[config.mk]
export PLATFORM = sky130hd
export DESIGN_NAME = instr_fetch_unit
export DESIGN_NICKNAME = d
export VERILOG_FILES = /design/src/rtl/instr_fetch_unit.sv
export SDC_FILE = /design/constraint.sdc
export NUM_CORES = 1
export LEC_CHECK = 0
export BUFFER_PORTS_ARGS = -buffer_cell sky130_fd_sc_hd__buf_2
export CAP_MARGIN = 10
export CORE_ASPECT_RATIO = 0.75
export CORE_MARGIN = 2
export CORE_UTILIZATION = 48
export CTS_CLUSTER_SIZE = 14
export DETAILED_ROUTE_END_ITERATION = 8
export PLACE_DENSITY = 0.67
export SLEW_MARGIN = 20
export SYNTH_ARGS = -nofsm -noshare
export SYNTH_HDL_FRONTEND = slang
export SYNTH_SLANG_ARGS = --single-unit
export TNS_END_PERCENT = 1
[constraint.sdc]
create_clock -name clk -period 4.4 [get_ports clk]
set_clock_uncertainty 0.15 [all_clocks]
set_input_delay 0.44 -clock clk [delete_from_list [all_inputs] [get_ports clk]]
set_output_delay 0.44 -clock clk [all_outputs]
set_load 0.03 [all_outputs]
[src/rtl/instr_fetch_unit.sv]
// Instruction fetch stage: owns the PC, prefetches 16-bit instructions with their PC into a small FIFO.
// Optional performance counters are enabled by defining INSTR_FETCH_PERF_EN.
module instr_fetch_unit #(
    parameter int unsigned       ADDR_W   = 4,
    parameter int unsigned       DEPTH    = 4,
    parameter logic [ADDR_W-1:0] RESET_PC = '0,
    parameter logic [3:0]        HALT_OP  = 4'h9
) (
    input  logic              clk,
    input  logic              rst,
    output logic [ADDR_W-1:0] imem_addr,
    input  logic [15:0]       imem_data,
    output logic              out_valid,
    output logic [15:0]       out_instr,
    output logic [ADDR_W-1:0] out_pc,
    input  logic              out_ready,
    input  logic              redirect_valid,
    input  logic [ADDR_W-1:0] redirect_pc,
    output logic              halted
`ifdef INSTR_FETCH_PERF_EN
    ,
    output logic [15:0]       perf_fetched,
    output logic [15:0]       perf_stall
`endif
);

    localparam int unsigned       PTR_W    = (DEPTH > 1) ? $clog2(DEPTH) : 1;
    localparam int unsigned       CNT_W    = $clog2(DEPTH) + 1;
    localparam logic [CNT_W-1:0]  FULL_CNT = CNT_W'(DEPTH);
    localparam logic [CNT_W-1:0]  CNT_ONE  = CNT_W'(1);
    localparam logic [PTR_W-1:0]  PTR_ONE  = PTR_W'(1);
    localparam logic [ADDR_W-1:0] PC_ONE   = ADDR_W'(1);

    logic [ADDR_W-1:0] pc_q, pc_d;
    logic [PTR_W-1:0]  rd_ptr_q, rd_ptr_d;
    logic [PTR_W-1:0]  wr_ptr_q, wr_ptr_d;
    logic [CNT_W-1:0]  count_q, count_d;
    logic              halted_q, halted_d;
    logic [15:0]       head_instr_q, head_instr_d;
    logic [ADDR_W-1:0] head_pc_q, head_pc_d;

    logic [15:0]       mem_instr [DEPTH];
    logic [ADDR_W-1:0] mem_pc    [DEPTH];

    logic pop;
    logic push;

    assign pop  = (count_q != '0) && out_ready;
    assign push = !redirect_valid && !halted_q && ((count_q != FULL_CNT) || pop);

    always_comb begin
        pc_d         = pc_q;
        rd_ptr_d     = rd_ptr_q;
        wr_ptr_d     = wr_ptr_q;
        count_d      = count_q;
        halted_d     = halted_q;
        head_instr_d = head_instr_q;
        head_pc_d    = head_pc_q;
        if (redirect_valid) begin
            pc_d     = redirect_pc;
            rd_ptr_d = '0;
            wr_ptr_d = '0;
            count_d  = '0;
            halted_d = 1'b0;
        end else begin
            if (push) begin
                pc_d     = pc_q + PC_ONE;
                wr_ptr_d = wr_ptr_q + PTR_ONE;
                if (imem_data[15:12] == HALT_OP) halted_d = 1'b1;
            end
            if (pop) rd_ptr_d = rd_ptr_q + PTR_ONE;
            case ({push, pop})
                2'b10:   count_d = count_q + CNT_ONE;
                2'b01:   count_d = count_q - CNT_ONE;
                default: count_d = count_q;
            endcase
        end
        // Head is registered so it holds its last value once the FIFO drains;
        // when the new head is the entry being written this edge, bypass the array.
        if (count_d != '0) begin
            if (push && (rd_ptr_d == wr_ptr_q)) begin
                head_instr_d = imem_data;
                head_pc_d    = pc_q;
            end else begin
                head_instr_d = mem_instr[rd_ptr_d];
                head_pc_d    = mem_pc[rd_ptr_d];
            end
        end
    end

    always_ff @(posedge clk) begin
        if (rst) begin
            pc_q         <= RESET_PC;
            rd_ptr_q     <= '0;
            wr_ptr_q     <= '0;
            count_q      <= '0;
            halted_q     <= 1'b0;
            head_instr_q <= '0;
            head_pc_q    <= '0;
        end else begin
            pc_q         <= pc_d;
            rd_ptr_q     <= rd_ptr_d;
            wr_ptr_q     <= wr_ptr_d;
            count_q      <= count_d;
            halted_q     <= halted_d;
            head_instr_q <= head_instr_d;
            head_pc_q    <= head_pc_d;
        end
    end

    always_ff @(posedge clk) begin
        if (!rst && push) begin
            mem_instr[wr_ptr_q] <= imem_data;
            mem_pc[wr_ptr_q]    <= pc_q;
        end
    end

    assign imem_addr = pc_q;
    assign out_valid = (count_q != '0);
    assign out_instr = head_instr_q;
    assign out_pc    = head_pc_q;
    assign halted    = halted_q;

`ifdef INSTR_FETCH_PERF_EN
    logic [15:0] fetched_q;
    logic [15:0] stall_q;

    always_ff @(posedge clk) begin
        if (rst) begin
            fetched_q <= '0;
            stall_q   <= '0;
        end else begin
            if (push && (fetched_q != '1)) fetched_q <= fetched_q + 16'd1;
            if (!halted_q && !redirect_valid && (count_q == FULL_CNT) && !pop && (stall_q != '1))
                stall_q <= stall_q + 16'd1;
        end
    end

    assign perf_fetched = fetched_q;
    assign perf_stall   = stall_q;
`endif

endmodule

==> results.yml <==
grt:
  global_route.usage.total_pct: 20.6
  grt_met1_use_pct: 29.1
  layer_carrying_the_most_global_route_usage: "met2"
  grt_pass1_vias: 3142
  grtUsageMet2_pct: 32.3
  grt_first_pass_wirelength_um: 17100
  global_route.overflow_total: 0
  grt_start_max_net_pins: 40
  grt_antenna_before_repair: 0
  grt.met3_usage_pct: 4.65
synth:
  synth_commonest_cells: "edfxtp_1, and3_1, nand2_1"
  synth.yosys.seq_area_share_pct: 62.3
  yosys.cell_count.top_type: "edfxtp_1"
  yosys_register_bits: 112
  synth-edff-count: 80
  most_area_hungry_cell_type_in_the_yosys_netlist: "edfxtp_1"
  yosys_top_cell_area_share_pct: 49.2
  synth_area_leaders: "edfxtp_1, dfxtp_1, and3_1"
  synth_cell_types: 39
  commonest_register_cell_after_synthesis: "edfxtp_1"
  mappedNetlistNets: 420
  syn_area_per_cell_um2: 12.6
  post_synth_inst_count: 389
  yosys_warnings: 0
  synthesis.area_um2: 4880
  async_flop_share_pct: 0
setup_path:
  worst-r2r-cell-count: 11
  largest_fanout_on_the_critical_path: 11
  reg2reg_setup_slack_ns: 0.88
  cp_cell_sequence: "nor2_1 -> a31oi_2 -> nand2_1 -> ha_1 -> fa_1 -> xnor2_1 -> or3_1 -> a31oi_2 -> buf_4 -> a32oi_1 -> o31ai_1"
  r2r_start: "count_q[0]"
  worst-path-buf-inv: 1
  regToRegEndpoint: "out_pc[0]"
  timing.critical_path.from_type: "flop"
  timing.critical_path.arrival_ns: 3.61
  required_ns: 4.50
  cp_slowest_cell: "a31oi_2"
  critPathMaxStageDelay_ns: 0.58
  worstSetupPathType: "flop to flop"
  worst_path_dominant_cell_family: "compound AO/OA/AOI/OAI gates"
  endpoint_kind: "flop"
  crit_path_frequent_cell: "a31oi_2"
clocking:
  clock_tree.htree_level_count: 3
  post_cts_hold_buffer_count: 0
  post-cts-setup-buffer-count: 0
  cts.reportedPaths.clkPinSlew_ns: 0.06
  postCtsResizedCells: 0
  cts_tree: "built"
  clockRootBuffer: "clkbuf_16"
  cts_made_buffers: 9
  clock_latency_ns: 0.34
  cts_sinks: 112
  cts_max_path_buffers: 2
die:
  chipHeight_um: 91.3
  fp.coreArea_um2: 9770
  fp.dieW_um: 120
  floorplan.die_area_um2: 11000
  effective_utilization_at_floorplan_pct: 49.9
  rows: 31
  io_pins: 50
min_path:
  min_path_cells: 1
  worstHoldEndpoint: "mem_instr[0][0]"
  min_from: "imem_data[0]"
  worst_hold_path_type: "primary input to flop"
layout:
  layout-drive-gt1-share_pct: 18.8
  antenna_cells: 0
  synthToLayoutAreaGrowth_pct: 13.2
  final_cell_area_um2: 5530
  fin_nets: 459
detailed_routing:
  drt_iter0_drc: 288
  num_vias: 3258
  drt.antenna.violating_nets: 0
  route.detailed.wl_per_inst_um: 19.3
  viasPerCell: 5.78
  finalWirelength_um: 10900
  remaining_drc_errors: 0
  first_pass_iters: 4
timing:
  period_needed_ns: 3.52
  setup-tns-final_ns: 0
  final_worst_path_period_share_pct: 79.9
  maxSlewViolCount: 0
  worstMarginPinSlew_ns: 1.06
  grt_setup_unrepaired: "no"
  fmax_mhz: 284
  report.final.hold_viol_count: 0
  relative_slew_slack_pct: 29.4
  number_of_setup_violations_in_the_final_report: 0
placed_design:
  post-dp-hpwl_um: 6410
  buffer_ports.inserted: 49
  place.gp.congestion: 0.798
  placed_cell_area_um2: 5210
power_and_ir_drop:
  peak_supply_drop_v: 0.000217
  power.density_cell_area_nw_per_um2: 414
  leakage_nw: 2.20
run:
  maxCapViolCount: 0
outcome:
  run_status: "completed"
==> flip-flops by register name, summed over array words and instances, names as in the netlist <==
register,cells
halted,1
out_pc,4
mem_instr,64
count_q,3
out_instr,16
rd_ptr_q,2
mem_pc,16
imem_addr,4
wr_ptr_q,2
==> metrics by stage <==
| stage | total power [mW] | worst slack [ns] | util [%] | instances | hold slack, ns |
|---|---|---|---|---|---|
| after floorplan | 1.39 | 1.33 | - | 389 | 0.359 |
| after global placement | 1.48 | 0.996 | 53.3 | 548 | 0.296 |
| after detailed placement | 1.48 | 0.927 | 53.3 | 548 | 0.304 |
| after CTS | 2.30 | 0.905 | 56.4 | 563 | 0.163 |
| after global routing | 2.37 | 0.662 | 56.6 | 564 | 0.165 |
| final | 2.29 | 0.884 | 56.6 | 564 | 0.174 |
==> worst register-to-register path: cells and delay by family (launching register included) <==
kind            cells  cell delay, ns
simple gates        3            0.64
flops               1            0.51
buf+inv             1            0.32
compound gates      4            0.99
fa+ha+maj           2            0.64
xor+xnor            1            0.17
==> kinds of logic after synthesis <==
logic type | synth area share [%]
XOR/XNOR | 3.02
multiplexers | 0.820
AND/OR/NAND/NOR | 14.3
AO/OA/AOI/OAI | 13.5
flip-flops | 62.3
adder cells (fa/ha/maj) | 1.95
buffers and inverters | 4.07
==> cells in the final DEF (no fill, tap or decap), types with 2 or more instances in the layout <==
cell type,netlist,final
a211oi_1,22,22
a21oi_1,5,5
a31oi_1,4,2
a31oi_2,0,2
a32oi_1,20,20
and3_1,62,62
buf_2,9,49
buf_4,3,10
bufinv_16,0,2
clkbuf_1,15,2
clkbuf_16,0,9
dfxtp_1,32,32
edfxtp_1,80,80
ha_1,6,6
inv_1,5,5
mux2i_1,4,4
nand2_1,45,45
nor2_1,17,16
nor3b_1,2,2
o311ai_4,2,2
o31ai_1,20,20
or3_1,3,3
xnor2_1,6,6
xor2_1,4,4
xor2_2,2,2
==> how the worst max path moves through the flow <==
stage | startpoint | slack [ns] | cells after the start | end
global route | count_q[0] | 0.66 | 11 | out_instr[13]
finish | count_q[0] | 0.88 | 11 | out_pc[0]
detailed placement | count_q[0] | 0.93 | 11 | out_instr[13]
global placement | out_ready | 1.0 | 12 | out_instr[14]
floorplan | count_q[0] | 1.33 | 11 | out_instr[0]
CTS | count_q[0] | 0.90 | 11 | out_pc[1]
==> layout make-up <==
type,instances,area (um2)
Clock buffer,11,233
Inverter,5,18.8
Multi-Input combinational cell,240,1660
Sequential cell,112,3040
Clock inverter,4,71.3
Timing Repair Buffer,60,335
Fill cell,830,4250
Tap cell,132,165
==> where the power goes <==
part	switching (mW)	total [mW]	internal, mW
registers	0.0261	1.20	1.17
logic	0.182	0.264	0.0820
clock network	0.333	0.827	0.494
==> per-layer routing <==
layer,up-vias,share of wire (%)
met3,2,6.7
met5,-,0
met4,0,0.28
met2,101,47
met1,1585,46
li1,1570,-
(Power assumes the default switching activity.)
